`src/rtl/ravan_sha_pkg.sv`:
```
// Shared definitions for the sha256 core bus sequencer: register map,
// control/status bit positions, loader state encoding and small helpers.
package ravan_sha_pkg;

  localparam logic [7:0] ADDR_CTRL    = 8'h08;
  localparam logic [7:0] ADDR_STATUS  = 8'h09;
  localparam logic [7:0] ADDR_BLOCK0  = 8'h10;
  localparam logic [7:0] ADDR_DIGEST0 = 8'h20;

  localparam int CTRL_INIT_BIT    = 0;
  localparam int CTRL_NEXT_BIT    = 1;
  localparam int CTRL_MODE_BIT    = 2;
  localparam int STATUS_READY_BIT = 0;

  localparam logic MODE_SHA256 = 1'b1;

  typedef enum logic [2:0] {
    IDLE,
    WRITE_BLK,
    WRITE_CTRL,
    SETTLE,
    POLL,
    READ_DIG,
    OUT
  } state_t;

  // CTRL word: init starts a new message, next chains onto the current digest.
  function automatic logic [31:0] ctrl_word(input logic first);
    logic [31:0] w;
    w = '0;
    w[CTRL_MODE_BIT] = MODE_SHA256;
    if (first) w[CTRL_INIT_BIT] = 1'b1;
    else       w[CTRL_NEXT_BIT] = 1'b1;
    return w;
  endfunction

  // Word n of a 512-bit block; word 0 sits in the top 32 bits.
  function automatic logic [31:0] word_of(input logic [511:0] blk, input logic [3:0] n);
    return blk[511 - 32*int'(n) -: 32];
  endfunction

endpackage

```
`src/rtl/sha_block_loader.sv`:
```
// Loads one 512-bit block into the sha256 core over its register bus,
// starts init/next, polls for ready, reads back the digest and presents it
// on a valid/ready handshake. All bus outputs come straight from flops.
module sha_block_loader
  import ravan_sha_pkg::*;
#(
  parameter int POLL_TIMEOUT = 1024
) (
  input  logic         clk,
  input  logic         reset_n,
  input  logic         blk_valid,
  output logic         blk_ready,
  input  logic [511:0] blk_data,
  input  logic         blk_first,
  output logic         dig_valid,
  input  logic         dig_ready,
  output logic [255:0] digest,
  output logic         err,
  output logic         cs,
  output logic         we,
  output logic [7:0]   address,
  output logic [31:0]  write_data,
  input  logic [31:0]  read_data,
  input  logic         core_error
);

  localparam int PW = $clog2(POLL_TIMEOUT + 1);

  state_t         state, state_d;
  logic [3:0]     word_cnt, word_cnt_d, word_nxt;
  logic [PW-1:0]  poll_cnt, poll_cnt_d, poll_inc;
  logic [511:0]   blk_reg;
  logic           first_reg;
  logic           accept, timeout;
  logic           cs_d, we_d;
  logic [7:0]     address_d;
  logic [31:0]    write_data_d;

  assign accept   = (state == IDLE) && blk_valid && blk_ready;
  assign word_nxt = word_cnt + 4'd1;
  assign poll_inc = poll_cnt + 1'b1;

  // Next state, counters and the bus access to present in the next cycle.
  always_comb begin
    // NOTE: every output of this block gets a default first so no path can
    // leave a value unassigned and infer a latch.
    state_d      = state;
    word_cnt_d   = word_cnt;
    poll_cnt_d   = poll_cnt;
    timeout      = 1'b0;
    cs_d         = 1'b0;
    we_d         = 1'b0;
    address_d    = '0;
    write_data_d = '0;
    case (state)
      IDLE: begin
        if (accept) begin
          state_d      = WRITE_BLK;
          word_cnt_d   = '0;
          poll_cnt_d   = '0;
          cs_d         = 1'b1;
          we_d         = 1'b1;
          address_d    = ADDR_BLOCK0;
          write_data_d = word_of(blk_data, 4'd0);
        end
      end
      WRITE_BLK: begin
        cs_d = 1'b1;
        we_d = 1'b1;
        if (word_cnt == 4'd15) begin
          state_d      = WRITE_CTRL;
          address_d    = ADDR_CTRL;
          write_data_d = ctrl_word(first_reg);
        end else begin
          word_cnt_d   = word_nxt;
          address_d    = ADDR_BLOCK0 + {4'h0, word_nxt};
          write_data_d = word_of(blk_reg, word_nxt);
        end
      end
      WRITE_CTRL: begin
        state_d    = SETTLE;
        word_cnt_d = '0;
      end
      // Two idle bus cycles so the first status read cannot see the ready
      // left over from the previous block.
      SETTLE: begin
        if (word_cnt == 4'd1) begin
          state_d   = POLL;
          cs_d      = 1'b1;
          address_d = ADDR_STATUS;
        end else begin
          word_cnt_d = word_nxt;
        end
      end
      POLL: begin
        if (read_data[STATUS_READY_BIT]) begin
          state_d    = READ_DIG;
          word_cnt_d = '0;
          cs_d       = 1'b1;
          address_d  = ADDR_DIGEST0;
        end else begin
          poll_cnt_d = poll_inc;
          if (poll_inc == PW'(POLL_TIMEOUT)) begin
            state_d = IDLE;
            timeout = 1'b1;
          end else begin
            cs_d      = 1'b1;
            address_d = ADDR_STATUS;
          end
        end
      end
      READ_DIG: begin
        if (word_cnt == 4'd7) begin
          state_d = OUT;
        end else begin
          word_cnt_d = word_nxt;
          cs_d       = 1'b1;
          address_d  = ADDR_DIGEST0 + {4'h0, word_nxt};
        end
      end
      OUT: begin
        if (dig_valid && dig_ready) state_d = IDLE;
      end
      default: state_d = IDLE;
    endcase
  end

  // State, counters, registered bus outputs, handshakes, digest and error flag.
  always_ff @(posedge clk) begin
    // NOTE: sequential state uses non-blocking assignments so every flop
    // samples pre-edge values regardless of statement order.
    if (!reset_n) begin
      state      <= IDLE;
      word_cnt   <= '0;
      poll_cnt   <= '0;
      cs         <= 1'b0;
      we         <= 1'b0;
      address    <= '0;
      write_data <= '0;
      blk_ready  <= 1'b0;
      dig_valid  <= 1'b0;
      digest     <= '0;
      err        <= 1'b0;
    end else begin
      state      <= state_d;
      word_cnt   <= word_cnt_d;
      poll_cnt   <= poll_cnt_d;
      cs         <= cs_d;
      we         <= we_d;
      address    <= address_d;
      write_data <= write_data_d;
      blk_ready  <= (state_d == IDLE);
      dig_valid  <= (state_d == OUT);
      if (state == READ_DIG)
        digest[255 - 32*int'(word_cnt[2:0]) -: 32] <= read_data;
      if (accept)
        err <= 1'b0;
      else if (timeout || (cs && core_error))
        err <= 1'b1;
    end
  end

  // Block capture on the input handshake.
  always_ff @(posedge clk) begin
    // NOTE: the block register is deliberately not reset; it is always
    // loaded before use, and leaving it off the reset net keeps 512 flops
    // free of a reset mux.
    if (accept) begin
      blk_reg   <= blk_data;
      first_reg <= blk_first;
    end
  end

endmodule

```
`config.mk`:
```
export PLATFORM = sky130hd
export DESIGN_NAME = sha_block_loader
export DESIGN_NICKNAME = d
export VERILOG_FILES = /design/src/rtl/ravan_sha_pkg.sv /design/src/rtl/sha_block_loader.sv
export SDC_FILE = /design/constraint.sdc
export NUM_CORES = 1
export LEC_CHECK = 0
export CORE_AREA = 2 2 327 329
export CTS_CLUSTER_DIAMETER = 100
export DETAILED_ROUTE_END_ITERATION = 16
export DIE_AREA = 0 0 329 331
export PLACE_DENSITY = 0.61
export SETUP_SLACK_MARGIN = 0.5
export SKIP_CTS_REPAIR_TIMING = 1
export SLEW_MARGIN = 0
export SYNTH_ARGS = -nofsm -noshare
export SYNTH_HDL_FRONTEND = slang
export SYNTH_SLANG_ARGS = --single-unit
```
`constraint.sdc`:
```
create_clock -name clk -period 11.4 [get_ports clk]
set_input_delay 3.42 -clock clk [delete_from_list [all_inputs] [get_ports clk]]
set_output_delay 3.42 -clock clk [all_outputs]
set_load 0.03 [all_outputs]
```
## After elaboration in Yosys (flattened, before gate mapping)

Cells that the tools add are included.
W data, S select, Z words.

- Input bits: 550
- Output and inout port bits: 301
- Flip-flop bits (word level): 832

- Bitwise logic cells: 1
- Equality and inequality tests: 17
- $add $sub $neg: 7
- Shift-type cells: 3
- Reductions and logical operators: 12
- Mux-type cells: 40

Operators with widths:

| operator | number |
|---|---|
| $shiftx A543 B10 Y32 | 1 |
| $shift A32 B33 Y287 const A | 1 |
| $shiftx A32 B33 Y287 | 1 |
| $bwmux W256 | 1 |
| $mux W32 | 2 |
| $pmux W32 S2 | 1 |
| $pmux W7 S5 | 1 |
| $neg A9 Y33 | 1 |
| $mux W4 | 7 |
| $pmux W4 S6 | 1 |
| $mux W11 | 2 |
| $pmux W11 S2 | 1 |
| $mux W3 | 7 |
| $pmux W3 S7 | 1 |
| $eq A3 B3 Y1 const B | 4 |
| $mux W6 | 2 |
| $ne A2 B2 Y1 const B | 6 |
| $add A11 B1 Y11 const B | 1 |
| $eq A11 B11 Y1 const B | 1 |
| $mux W1 | 10 |
| $sub A9 B9 Y10 const A | 1 |
| $sub A8 B8 Y9 const A | 1 |
| $add A6 B4 Y7 const A | 1 |
| $mux W7 | 1 |
| other kinds (19) | 24 |

## Depth between registers and ports, before layout

- Depth in word-level cells: 6
- Gate-level depth with buffers: 11
- Mapped depth without buffers: 7

## Worst setup path before layout

No wires, ideal clock.

- Kind: input port to flip-flop
- Start point: input port blk_valid
- End point: register poll_cnt[10]
- Buffers on the path: 1
- Arrival time: 10091 ps
- Stages: 5
- Setup slack: 1188 ps
- Setup time: 122 ps
- Cells stage by stage: nand4_1 -> inv_2 -> nor2_1 -> buf_2 -> o311a_1

- Cells in the longest elaborated chain, start to end: 4

RTL lines:

| item | RTL line | RTL |
|---|---|---|
| from (decl) | sha_block_loader.sv:11 | `input logic blk_valid,` |
| $logic_and A1 B1 Y1 (2 in a row) | sha_block_loader.sv:39 | `assign accept = (state == IDLE) && blk_valid && blk_ready;` |
| named net accept | sha_block_loader.sv:34 | `logic accept, timeout;` |
| $ne A2 B2 Y1 (no line) | n/a |  |
| $reduce_and A3 Y1 (no line) | n/a |  |
| to (signal assigned) | sha_block_loader.sv:147 | `poll_cnt <= poll_cnt_d;` |
| to (decl) | sha_block_loader.sv:31 | `logic [PW-1:0] poll_cnt, poll_cnt_d, poll_inc;` |

The timed path passes the listed nets, and every way through them passes these cells.
A chain may end at the register's enable or synchronous reset.

## Worst setup path in the final report

- Start point: input port blk_valid
- End point: register blk_reg[306] (enable)

- Cells in the longest elaborated chain, start to end: 2

RTL lines:

| item | RTL line | RTL |
|---|---|---|
| $logic_and A1 B1 Y1 (2 in a row) | sha_block_loader.sv:39 |  |
| named net accept | sha_block_loader.sv:34 |  |
| to (signal assigned) | sha_block_loader.sv:169 | `blk_reg <= blk_data;` |
| to (decl) | sha_block_loader.sv:32 | `logic [511:0] blk_reg;` |

The timed path passes the listed nets, and every way through them passes these cells.

==> impl_metrics.tcl <==
set metrics [dict create \
    outcome "finished, final reports clean" \
    ys_types 62 \
    p_sw_mw 1.54 \
    skew_ps 17.2 \
    finalSetupTns_ps 0 \
    worstPathMaxFanout 101 \
    avgSynthCellArea_um2 13.8 \
    critPathArrivalTime_ps 6120 \
    drc 0 \
    slew_viol_final 0 \
    rows 119 \
    fmax_mhz 171 \
    seqPwrFrac_pct 48.6 \
    pin_count 851 \
    synth_top_area_cell "edfxtp_1" \
    groute.usage.overall_pct 21.6 \
    initial_utilization_pct 30.4 \
    clk_pin_slew_worst_paths_ps 50 \
    p_leak_nw 14.5 \
    critPathCaptureType "flop" \
    grt_pass1_wl_mm 166 \
    clk_latency_ps 670 \
    drt_iter0_markers 1548 \
    startpoint_type "primary input" \
    gp_congestion 0.827 \
    nNetsFinal 3636 \
    synth-seq-area-share_pct 68.1 \
    yosys_warnings 0 \
    p_int_mw 5.36 \
    irDropWorstVdd_mv 0.129 \
    syn2layout_area_growth_pct 40.0 \
    clkSinkCount 830 \
    synthCells 2310 \
    cts.path.max_buffers 3 \
    rsz0062_at_grt "false" \
    dieArea_um2 109000 \
    layout_commonest_cell "clkdlybuf4s50_1" \
    cts_root_buf "clkbuf_16" \
    antenna_found_initial 41 \
    grt-ovfl-total 0 \
    h-tree-depth 3 \
    core_um2 105000 \
    hpwl_mm 87.8 \
    slew_headroom_pct 24.6 \
    io_buffers 848 \
    die_h_um 331 \
    p_clk_share_pct 43.8 \
    final_cell_mix "clkdlybuf4s50_1, edfxtp_1, nand2_1, dfxtp_1, nand3_1" \
    syn_area_um2 31900 \
    min_period_ps 5840 \
    path_class "in2reg" \
    ys_seq_elements 830 \
    cts_made_buffers 92 \
    cts_tree "built" \
    synth_area_leaders "edfxtp_1, dfxtp_1, mux4_2" \
    grt_max_degree 182 \
    vias_per_cell 4.86 \
    routedWlPerCell_um 26.5 \
    synth_top_area_share_pct 48.3 \
    cp.required_ps 11680 \
    postSynth.asyncResetShare_pct 0 \
    route.vias.total 22141 \
    setup_viol 0 \
    largest_reg_flops 512 \
    combPwrFrac_pct 7.6 \
    whs_ps 451 \
    ant_nets 0 \
    hold_class "reg2reg" \
    dieWidth_um 329 \
    maxCapViolCount 0 \
    grt_pass1_vias 22354 \
    drive_above_1_share_pct 10.1 \
    synth_edf_count 513 \
    dr.pass1.iters 5 \
    synth_ff_type "edfxtp_1" \
    routed_wl_mm 121 \
    period_share_pct 51.2 \
    power_density_nw_per_um2 154 \
    tightest_slew_ps 1130 \
    finalHoldViolCount 0 \
    p_sw_share_pct 22.3 \
]
## synthesized netlist by cell type, types with 2 or more instances
| cell type | instances |
|---|---|
| ha_1 | 7 |
| nand2_1 | 374 |
| nor3b_1 | 2 |
| edfxtp_1 | 513 |
| and3b_1 | 2 |
| buf_1 | 8 |
| o22ai_1 | 4 |
| a2111o_1 | 2 |
| a21oi_1 | 71 |
| a21boi_1 | 31 |
| a31oi_1 | 3 |
| nand3_1 | 232 |
| nand4_1 | 6 |
| nor2_1 | 22 |
| inv_1 | 5 |
| nor3_1 | 5 |
| buf_2 | 100 |
| a31o_1 | 4 |
| buf_4 | 5 |
| and3_1 | 5 |
| mux4_2 | 128 |
| o21a_1 | 3 |
| dfxtp_1 | 317 |
| xnor2_1 | 3 |
| o211ai_1 | 2 |
| a211o_1 | 31 |
| mux2i_1 | 4 |
| clkbuf_1 | 91 |
| inv_2 | 2 |
| nand2b_1 | 4 |
| a22oi_1 | 35 |
| xor2_1 | 2 |
| o21ai_0 | 10 |
| a21boi_0 | 200 |
| nor2b_1 | 37 |
| and2_1 | 9 |
| or3_1 | 3 |
| nand3b_1 | 3 |
| o22a_1 | 2 |
## layout make-up
cell class	count	area, um^2
multi-input combinational	1270	9320
inverter	7	33.8
fill	9820	60300
tap	1391	1740
antenna	15	37.5
timing repair buffer	878	8750
clock inverter	45	470
clock buffer	124	2580
sequential	830	21800
## worst max-delay path, cell delays in order
cell and delay [ps]:
clkdlybuf4s50_1 490, nand4_1 350, inv_8 750, buf_4 980
## power by group through the flow
stage	combinational [mW]	sequential [mW]	clock, mW
floorplan	0.193	3.45	0
global placement	0.534	3.42	0
detailed placement	0.535	3.42	0
CTS	0.536	3.36	3.09
global route	0.552	3.36	3.19
finish	0.523	3.35	3.02
## worst paths after layout
kind / from / endpoint / slack (ps) / depth (start not counted)
worst max-delay path: blk_valid / blk_reg[306] / 5560 / 4
worst min-delay path: digest[126] / digest[126] / 450 / 2
worst max register to register: word_cnt[0] / write_data[6] / 7000 / 9
worst min register to register: digest[126] / digest[126] / 450 / 2
## per-stage QoR
stage	cell area, um^2	std cells	utilization, %	power (mW)	setup slack (ps)
6_report	44700	4560	42.6	6.90	5560
5_1_grt	44700	4556	42.6	7.11	5420
4_1_cts	44600	4545	42.5	6.99	5610
3_5_place_dp	41600	4376	39.6	3.95	4880
3_3_place_gp	41600	4376	39.6	3.95	4930
2_1_floorplan	31900	2311	-	3.64	1190
## metal layers
layer	share of wire, %	vias up	track usage (%)
met5	0.22	-	0
met4	3.8	44	8.96
met3	7.9	231	6.71
met2	53	913	39.6
met1	35	10846	22.9
li1	-	10107	-
## kinds of logic after synthesis
family	share of synthesized area, %
flops	68.1
other cells	0.0117
compound gates	9.14
mux	9.19
simple gates	10.1
xor+xnor	0.188
buf+inv	2.93
fa+ha+maj	0.274
Power figures use the tool's default switching activity.
